--- src/rtl/elevator_request_queue_if.sv ---
`default_nettype none
// ============================================================================
// Module   : elevator_request_queue_if
// Brief    : Request-queue <-> elevator FSM signal bundle.
// Revision : 1.0  initial release
// ============================================================================
interface elevator_request_queue_if;
    logic [1:0] cur_floor;
    logic       dir_up;
    logic       clr_valid;
    logic [1:0] clr_floor;
    logic [3:0] pending_cab;
    logic [3:0] pending_hall;
    logic       req_here;
    logic       req_above;
    logic       req_below;
    logic [1:0] next_target;
    logic       target_valid;

    // FSM side
    modport master (
        output cur_floor, dir_up, clr_valid, clr_floor,
        input  pending_cab, pending_hall, req_here, req_above, req_below,
               next_target, target_valid
    );

    // Request queue side
    modport slave (
        input  cur_floor, dir_up, clr_valid, clr_floor,
        output pending_cab, pending_hall, req_here, req_above, req_below,
               next_target, target_valid
    );
endinterface
`default_nettype wire

--- src/rtl/elevator_request_queue.sv ---
`default_nettype none
// ============================================================================
// Module   : elevator_request_queue
// Brief    : Debounced sticky cabin/hall requests with registered SCAN target.
// Revision : 1.0  initial release
// ============================================================================
module elevator_request_queue #(
    parameter int DEBOUNCE_CY = 1,
    parameter int CNT_W       = 8
) (
    input  wire        CLOCK_50,
    input  wire        RESET_N,
    input  wire  [3:0] KEY_N,
    input  wire  [3:0] HALL_SW,
    elevator_request_queue_if.slave fsm
);
    localparam int               c_NCH      = 8;
    localparam logic [CNT_W-1:0] c_DB_LIMIT = CNT_W'(DEBOUNCE_CY);
    localparam logic [CNT_W-1:0] c_CNT_ONE  = CNT_W'(1);

    // Channels 0..3 are cabin buttons, 4..7 are hall calls, all active high.
    logic [c_NCH-1:0] raw;
    logic [c_NCH-1:0] sync1_q, sync1_d;
    logic [c_NCH-1:0] sync2_q, sync2_d;
    logic [c_NCH-1:0] press;

    assign raw = {HALL_SW, ~KEY_N};

    always_comb begin
        sync1_d = raw;
        sync2_d = sync1_q;
    end

    always_ff @(posedge CLOCK_50 or negedge RESET_N) begin
        if (!RESET_N) begin
            sync1_q <= '0;
            sync2_q <= '0;
        end else begin
            sync1_q <= sync1_d;
            sync2_q <= sync2_d;
        end
    end

    genvar gi;
    generate
        for (gi = 0; gi < c_NCH; gi++) begin : g_chan
            logic [CNT_W-1:0] cnt_q, cnt_d;
            logic             db_q, db_d;
            logic             flip;

            always_comb begin
                flip  = 1'b0;
                cnt_d = '0;
                db_d  = db_q;
                if (sync2_q[gi] != db_q) begin
                    if ((cnt_q + c_CNT_ONE) == c_DB_LIMIT) begin
                        flip = 1'b1;
                        db_d = sync2_q[gi];
                    end else begin
                        cnt_d = cnt_q + c_CNT_ONE;
                    end
                end
            end

            always_ff @(posedge CLOCK_50 or negedge RESET_N) begin
                if (!RESET_N) begin
                    cnt_q <= '0;
                    db_q  <= 1'b0;
                end else begin
                    cnt_q <= cnt_d;
                    db_q  <= db_d;
                end
            end

            // Event fires on the same edge the debounced state rises, not a cycle later.
            assign press[gi] = flip & sync2_q[gi];
        end
    endgenerate

    logic [3:0] pend_cab_q, pend_cab_d;
    logic [3:0] pend_hall_q, pend_hall_d;

    always_comb begin
        pend_cab_d  = pend_cab_q  | press[3:0];
        pend_hall_d = pend_hall_q | press[7:4];
        // Clearing after the set lets a served floor win over a fresh press.
        if (fsm.clr_valid) begin
            pend_cab_d[fsm.clr_floor]  = 1'b0;
            pend_hall_d[fsm.clr_floor] = 1'b0;
        end
    end

    always_ff @(posedge CLOCK_50 or negedge RESET_N) begin
        if (!RESET_N) begin
            pend_cab_q  <= '0;
            pend_hall_q <= '0;
        end else begin
            pend_cab_q  <= pend_cab_d;
            pend_hall_q <= pend_hall_d;
        end
    end

    logic [3:0] any_req;
    logic       above, below, here;
    logic [1:0] near_above, near_below;

    assign any_req = pend_cab_q | pend_hall_q;

    always_comb begin
        above      = 1'b0;
        below      = 1'b0;
        near_above = 2'd0;
        near_below = 2'd0;
        here       = any_req[fsm.cur_floor];
        // Descending scan leaves the lowest floor above; ascending the highest below.
        for (int i = 3; i >= 0; i--) begin
            if (any_req[i] && (2'(i) > fsm.cur_floor)) begin
                above      = 1'b1;
                near_above = 2'(i);
            end
        end
        for (int i = 0; i < 4; i++) begin
            if (any_req[i] && (2'(i) < fsm.cur_floor)) begin
                below      = 1'b1;
                near_below = 2'(i);
            end
        end
    end

    logic [1:0] target_q, target_d;
    logic       valid_q, valid_d;

    always_comb begin
        target_d = target_q;
        valid_d  = |any_req;
        if (fsm.dir_up) begin
            if (above)      target_d = near_above;
            else if (here)  target_d = fsm.cur_floor;
            else if (below) target_d = near_below;
        end else begin
            if (below)      target_d = near_below;
            else if (here)  target_d = fsm.cur_floor;
            else if (above) target_d = near_above;
        end
    end

    always_ff @(posedge CLOCK_50 or negedge RESET_N) begin
        if (!RESET_N) begin
            target_q <= 2'd0;
            valid_q  <= 1'b0;
        end else begin
            target_q <= target_d;
            valid_q  <= valid_d;
        end
    end

    assign fsm.pending_cab  = pend_cab_q;
    assign fsm.pending_hall = pend_hall_q;
    assign fsm.req_here     = here;
    assign fsm.req_above    = above;
    assign fsm.req_below    = below;
    assign fsm.next_target  = target_q;
    assign fsm.target_valid = valid_q;
endmodule
`default_nettype wire

--- src/flat_wrapper.sv ---
// flat-port wrapper written by rule: the top's interface ports become plain ports
module elevator_request_queue_flat 
#(
    parameter int DEBOUNCE_CY = 1,
    parameter int CNT_W       = 8
)
  (CLOCK_50, RESET_N, KEY_N, HALL_SW, fsm_cur_floor, fsm_dir_up, fsm_clr_valid, fsm_clr_floor, fsm_pending_cab, fsm_pending_hall, fsm_req_here, fsm_req_above, fsm_req_below, fsm_next_target, fsm_target_valid);
  elevator_request_queue_if fsm_i ();
  input  wire CLOCK_50;
  input  wire RESET_N;
  input  wire  [3:0] KEY_N;
  input  wire  [3:0] HALL_SW;
  input wire logic [$bits(fsm_i.cur_floor)-1:0] fsm_cur_floor;
  input wire logic [$bits(fsm_i.dir_up)-1:0] fsm_dir_up;
  input wire logic [$bits(fsm_i.clr_valid)-1:0] fsm_clr_valid;
  input wire logic [$bits(fsm_i.clr_floor)-1:0] fsm_clr_floor;
  output wire logic [$bits(fsm_i.pending_cab)-1:0] fsm_pending_cab;
  output wire logic [$bits(fsm_i.pending_hall)-1:0] fsm_pending_hall;
  output wire logic [$bits(fsm_i.req_here)-1:0] fsm_req_here;
  output wire logic [$bits(fsm_i.req_above)-1:0] fsm_req_above;
  output wire logic [$bits(fsm_i.req_below)-1:0] fsm_req_below;
  output wire logic [$bits(fsm_i.next_target)-1:0] fsm_next_target;
  output wire logic [$bits(fsm_i.target_valid)-1:0] fsm_target_valid;
  assign fsm_i.cur_floor = fsm_cur_floor;
  assign fsm_i.dir_up = fsm_dir_up;
  assign fsm_i.clr_valid = fsm_clr_valid;
  assign fsm_i.clr_floor = fsm_clr_floor;
  assign fsm_pending_cab = fsm_i.pending_cab;
  assign fsm_pending_hall = fsm_i.pending_hall;
  assign fsm_req_here = fsm_i.req_here;
  assign fsm_req_above = fsm_i.req_above;
  assign fsm_req_below = fsm_i.req_below;
  assign fsm_next_target = fsm_i.next_target;
  assign fsm_target_valid = fsm_i.target_valid;
  elevator_request_queue #(.DEBOUNCE_CY(DEBOUNCE_CY), .CNT_W(CNT_W)) u_core (.CLOCK_50(CLOCK_50), .RESET_N(RESET_N), .KEY_N(KEY_N), .HALL_SW(HALL_SW), .fsm(fsm_i));
endmodule
--- config.mk ---
export PLATFORM = sky130hd
export DESIGN_NAME = elevator_request_queue_flat
export DESIGN_NICKNAME = d
export VERILOG_FILES = /design/src/rtl/elevator_request_queue_if.sv /design/src/rtl/elevator_request_queue.sv /design/src/flat_wrapper.sv
export SDC_FILE = /design/constraint.sdc
export NUM_CORES = 1
export LEC_CHECK = 0
export ABC_AREA = 1
export CORE_AREA = 2 2 148 78
export CTS_CLUSTER_DIAMETER = 120
export DETAILED_ROUTE_END_ITERATION = 7
export DIE_AREA = 0 0 150 80
export PLACE_DENSITY = 0.68
export SYNTH_ARGS = -nofsm -noshare
export SYNTH_HDL_FRONTEND = slang
export SYNTH_SLANG_ARGS = --single-unit
--- constraint.sdc ---
create_clock -name CLOCK_50 -period 1.8 [get_ports CLOCK_50]
set_clock_uncertainty 0.2 [all_clocks]
set_input_delay 0.18 -clock CLOCK_50 [delete_from_list [all_inputs] [get_ports CLOCK_50]]
set_output_delay 0.18 -clock CLOCK_50 [all_outputs]
set_load 0.005 [all_outputs]
Word-level counts from Yosys, hierarchy flattened. Index checks and enable logic that the tools add are counted.

Output and inout port bits: 14. Word-level logic and storage cells: 151. Bits in registers: 99. Bits of input ports: 16.

Mux-type cells: 60. Order comparisons: 11. Reduce and logical (&&, ||, !) cells: 19. Add/sub/neg operators: 8. Eq/ne operators: 16. Bitwise operators: 15.

Operator list (number): 8-bit 2-to-1 mux (16); 8-bit by 1-bit adder with 8-bit output, second input constant (8); 8-bit by 1-bit == test with 1-bit output, second input constant (8); 1-bit 2-to-1 mux (27); 2-bit 2-to-1 mux (13); 2-bit AND reduction (8); 4-bit OR (3); 1-bit logical AND (9); 1-bit AND (8); 4-bit AND (2); 4-bit 2-to-1 mux (2); 1-bit inequality test (8); 4-bit NOT (2); 2-bit by 3-bit < comparator with 1-bit output, second input constant (2); 1-bit by 2-bit > comparator with 1-bit output, first input constant (2); 2-bit > comparator, first input constant (2); 1-bit by 2-bit < comparator with 1-bit output, first input constant (2); 2-bit < comparator, first input constant (2); 4-bit OR reduction (1); 3-bit nonzero test (1); 1-bit binary-select mux with 2-bit select (1); 1-bit demux with 2-bit select (1); 2-bit by 1-bit greater-or-equal comparator with 1-bit output, second input constant (1).

Longest topological paths before layout.
Depth after elaboration: 10. Depth in mapped cells: 12.

Worst setup path before layout. No wires, ideal clock.

Path kind: reg-to-reg. Start point: register u_core.g_chan[5].cnt_q[0]. End point: register u_core.g_chan[5].cnt_q[0]. Cell stages (with the launch flop): 9. Data arrival time: 1.260 ns. Period minus slack after synthesis: 1.598 ns. Library setup time: 0.138 ns. Buffers on the path: 0. Path slack: 0.202 ns. Cell sequence: dfrtp_1 -> ha_1 -> nand3_2 -> xor2_1 -> nand3_1 -> nor2_2 -> nand2_1 -> inv_1 -> nor3_2.

Cells in the longest elaborated chain, start to end: 4.

Ends and longest elaborated chain: from (decl) (RTL line elevator_request_queue.sv:47) `logic [CNT_W-1:0] cnt_q, cnt_d;`; from (signal assigned) (RTL line elevator_request_queue.sv:70) `cnt_q <= cnt_d;`; 8-bit by 1-bit adder with 8-bit output * (RTL line elevator_request_queue.sv:56, elevator_request_queue.sv:60); 8-bit by 1-bit == test with 1-bit output (RTL line elevator_request_queue.sv:56) `if ((cnt_q + c_CNT_ONE) == c_DB_LIMIT) begin`; 8-bit 2-to-1 mux * (RTL line elevator_request_queue.sv:56); 8-bit 2-to-1 mux * (RTL line elevator_request_queue.sv:55) `if (sync2_q[gi] != db_q) begin`; net u_core.g_chan[5].cnt_d[0] (RTL line elevator_request_queue.sv:47).

The timed path passes the listed nets; every way through them passes the cells marked *. A chain may end at the register's enable or synchronous reset.

Final worst setup path.
Start point: register u_core.pend_hall_q[2], in the netlist u_core.fsm.pending_hall[2]. End point: output port fsm_req_below.

Cells in the longest elaborated chain, start to end: 4.

Ends and longest elaborated chain: from (decl) (RTL line elevator_request_queue.sv:81) `logic [3:0] pend_hall_q, pend_hall_d;`; from (signal assigned) (RTL line elevator_request_queue.sv:99) `pend_hall_q <= pend_hall_d;`; 4-bit OR (RTL line elevator_request_queue.sv:107) `assign any_req = pend_cab_q | pend_hall_q;`; 1-bit logical AND (RTL line elevator_request_queue.sv:123) `if (any_req[i] && (2'(i) < fsm.cur_floor)) begin`; 1-bit 2-to-1 mux (2 in a row) (RTL line elevator_request_queue.sv:123); to (decl) (RTL line flat_wrapper.sv:21) `output wire logic [$bits(fsm_i.req_below)-1:0] fsm_req_below;`.

No other way between the ends.

==> results.sh <==
export IMPL_hpwlAfterDp_um=7788
export IMPL_drt_wirelength_per_cell_um=11.78
export IMPL_crit_path_start="u_core.fsm.pending_hall[2]$_DFF_PN0_"
export IMPL_outcome="finished, final reports clean"
export IMPL_synth_largest_area_cell="sky130_fd_sc_hd__dfrtp_1"
export IMPL_finalHoldWorstSlack_ps=77.53
export IMPL_synth_seq_area_share_pct=47.21
export IMPL_design_area_sq_mm=0.006670
export IMPL_synth_commonest_cells="sky130_fd_sc_hd__nand2_1, sky130_fd_sc_hd__inv_1, sky130_fd_sc_hd__dfrtp_1, sky130_fd_sc_hd__nor2_1, sky130_fd_sc_hd__nand3_1"
export IMPL_worst_reg_to_reg_cells=9
export IMPL_cts_htree_levels=3
export IMPL_number_of_global_route_vias_before_repair=4014
export IMPL_synth_xor_area_share_pct=2.837
export IMPL_clkLatencyLatePin_ps=340
export IMPL_cellLeakagePower_uw=0.003485
export IMPL_fmax_ghz=0.5655
export IMPL_relSlewSlack_pct=64.52
export IMPL_worst_r2r_startpoint="u_core.fsm.pending_hall[2]$_DFF_PN0_"
export IMPL_async_flop_share_pct=100.0
export IMPL_cts_max_path_buffers=2
export IMPL_cts_tree="yes"
export IMPL_rsz0062_at_grt="true"
export IMPL_synth_fa_ha_area_share_pct=3.815
export IMPL_maximum_number_of_pins_on_one_net_before_global_route_repair=39
export IMPL_place_congestion=0.8259
export IMPL_drt_total_wl_um=10750
export IMPL_start_util_pct=49.16
export IMPL_clockRootBuffer="sky130_fd_sc_hd__clkbuf_16"
export IMPL_yosys_warnings=0
export IMPL_route_detailed_vias_per_inst=4.759
export IMPL_ys_dominant_reg_cell="sky130_fd_sc_hd__dfrtp_1"
export IMPL_hp_start="HALL_SW[0]"
export IMPL_io_pins=30
export IMPL_final_hold_viol_count=0
export IMPL_die_w_um=150
export IMPL_die_height_um=80
export IMPL_layout_nets=796
export IMPL_synth_most_common_cell="sky130_fd_sc_hd__nand2_1"
export IMPL_synth_top_area_share_pct=47.21
export IMPL_drc=0
export IMPL_antenna_violation_net_count_after_detailed_routing=0
export IMPL_synth_area_sq_mm=0.005248
export IMPL_number_of_failing_setup_endpoints_in_the_final_timing_report=0
export IMPL_r2r_end="u_core.fsm.next_target[0]$_DFFE_PN0P_"
export IMPL_syn_avg_cell_area_sq_um=7.786
export IMPL_ys_ff_latch=99
export IMPL_antennaDiodeCount=0
export IMPL_antenna_found_initial=0
export IMPL_layout_area_growth_over_synthesis_pct=27.11
export IMPL_slew_violations=0
export IMPL_gate_count_of_the_mapped_netlist=674
export IMPL_synthSimpleGateAreaFrac_pct=30.66
export IMPL_tightest_slew_ps=532.1
export IMPL_cell_with_the_largest_stage_delay_on_the_worst_path="sky130_fd_sc_hd__dfrtp_1"
export IMPL_critical_path_endpoint="fsm_req_below"
export IMPL_max_vdd_ir_drop_mv=0.5104
export IMPL_worst_endpoint_arrival_ps=1390
export IMPL_synthTopCellsByArea="sky130_fd_sc_hd__dfrtp_1, sky130_fd_sc_hd__nand2_1, sky130_fd_sc_hd__inv_1"
export IMPL_io_buffers=29
export IMPL_clock_sink_count=99
export IMPL_cts_buffers_inserted=9
export IMPL_grt_pass1_wl_um=18090
export IMPL_edff_count_synth=0
export IMPL_max_stage_delay_ps=400
export IMPL_critical_path_max_fanout=3
export IMPL_yosysUniqueCellTypes=26
export IMPL_worst_r2r_setup_slack_ps=60
export IMPL_min_path_type="in -> reg"
export IMPL_mappedNetlistNets=706
export IMPL_design_core_area_sq_mm=0.01068
export IMPL_gr_usage_all_layers_pct=19.12
export IMPL_rows=27
export IMPL_startpoint_type="flip-flop"
export IMPL_total_number_of_vias=4340
export IMPL_worst_endpoint_required_ps=1420
export IMPL_power_density_cell_area_mw_per_mm2=716.0
export IMPL_setup_worst_path_end_class="primary output"
export IMPL_dominant_combinational_cell_family_by_area_after_synthesis="simple AND/OR/NAND/NOR gates"
export IMPL_critical_path_class="reg -> out"
export IMPL_dpl_instance_area_sq_mm=0.005968
export IMPL_synth_compound_area_share_pct=5.174
export IMPL_final_period_minus_worst_setup_slack_ps=1768
export IMPL_min_period_over_period_pct=98.25
export IMPL_dr_first_iter_drc_count=167
export IMPL_design_power_total_uw=4776
export IMPL_crit_path_cell_trace="buf_6, nor2_4, nor2_2, a21oi_2, inv_1, buf_2"
export IMPL_full_die_area_sq_mm=0.01200
export IMPL_maxCapViolCount=0
export IMPL_post_route_cells_drive_above_1_share_pct=21.38
export IMPL_clk_pin_slew_ps=60
export IMPL_synth_area_mux_share_pct=0
export IMPL_first_pass_iters=6
export IMPL_overflow=0
## critical path, delay by kind of cell (launching register included)
kind	cells	cell delay [ps]
buf+inv	3	300
compound gates	1	140
simple gates	2	210
flops	1	400
## power by group
part           leakage, uW  switching [uW]  internal (uW)
clock network     0.000141             781           1100
registers          0.00129            43.7           2280
logic              0.00206             284            285
## worst min path at each step
| stage | to | slack, ps | cells past startpoint |
|---|---|---|---|
| 2_1_floorplan | u_core.fsm.next_target[0]$_DFFE_PN0P_ | -320 | 0 |
| 3_3_place_gp | u_core.g_chan[7].cnt_q[3]$_DFF_PN0_ | -0.3 | 1 |
| 3_5_place_dp | u_core.g_chan[7].cnt_q[3]$_DFF_PN0_ | -0.6 | 1 |
| 4_1_cts | u_core.sync1_q[4]$_DFF_PN0_ | 60 | 1 |
| 5_1_grt | u_core.sync1_q[7]$_DFF_PN0_ | 80 | 1 |
| 6_report | u_core.sync1_q[4]$_DFF_PN0_ | 80 | 1 |
## placed cells by master (no fill, tap or decap), types with 8 or more instances in the layout
cell type,synthesis,final
sky130_fd_sc_hd__nand2_1,162,154
sky130_fd_sc_hd__inv_1,130,121
sky130_fd_sc_hd__dfrtp_1,99,96
sky130_fd_sc_hd__nor2_1,75,60
sky130_fd_sc_hd__buf_4,0,43
sky130_fd_sc_hd__nand3_1,44,40
sky130_fd_sc_hd__a21oi_1,28,27
sky130_fd_sc_hd__nand4_1,23,23
sky130_fd_sc_hd__nor2_2,14,23
sky130_fd_sc_hd__clkdlybuf4s50_1,0,21
sky130_fd_sc_hd__inv_2,8,14
sky130_fd_sc_hd__nand3_2,9,12
sky130_fd_sc_hd__o21ai_1,13,12
sky130_fd_sc_hd__nand3b_1,10,10
sky130_fd_sc_hd__xnor2_1,11,10
sky130_fd_sc_hd__nor2_4,3,9
sky130_fd_sc_hd__clkbuf_16,0,9
sky130_fd_sc_hd__nand2_2,3,8
sky130_fd_sc_hd__ha_1,16,8
sky130_fd_sc_hd__buf_6,1,8
## layout make-up
cell class              instances  area, sq um
clock inverters                 4        51.30
flip-flops and latches         99         2481
multi-input cells             433         2460
inverters                     141        536.8
fillers                       928         4005
clock buffers                  10        239.0
well taps                     145        181.4
repair buffers                 80        720.7
## cells by family after synthesis
logic type | after synthesis
flops | 99
xor+xnor | 17
simple gates | 350
compound gates | 50
buf+inv | 142
fa+ha+maj | 16
## registers in the layout, indices dropped and copies added, names as in the netlist
name,cells
u_core.sync1_q,8
u_core.g_chan.db_q,8
u_core.fsm.pending_cab,4
u_core.sync2_q,8
u_core.fsm.target_valid,1
u_core.fsm.pending_hall,4
u_core.g_chan.cnt_q,64
u_core.fsm.next_target,2
## routing by layer
metal / vias to the layer above / track usage [%] / part of all wire, %
li1: 2259 / - / -
met4: 0 / 4.434 / 0.81
met5: - / 0 / 0
met1: 2023 / 26.80 / 51
met2: 46 / 30.00 / 46
met3: 12 / 4.800 / 2.7
## metrics by stage
step	setup TNS, ps	worst slack (ps)	utilization [%]	std cells
6_report	0	31.52	62.48	912
5_1_grt	-245.8	-62.01	62.48	912
4_1_cts	0	14.02	60.38	907
3_5_place_dp	-1002	-288.5	55.91	877
3_3_place_gp	-913.3	-272.8	55.91	877
2_1_floorplan	0	202.0	-	674
## timing repair
action	CTS	global route
setup buffers	16	5
endpoints found under the setup margin	4	30
hold buffers	1	0
pin swaps	11	18
cloned	0	0
resized for setup	42	52
hold endpoints to repair	40	0
Note: power is estimated with default switching activity, not from simulation.
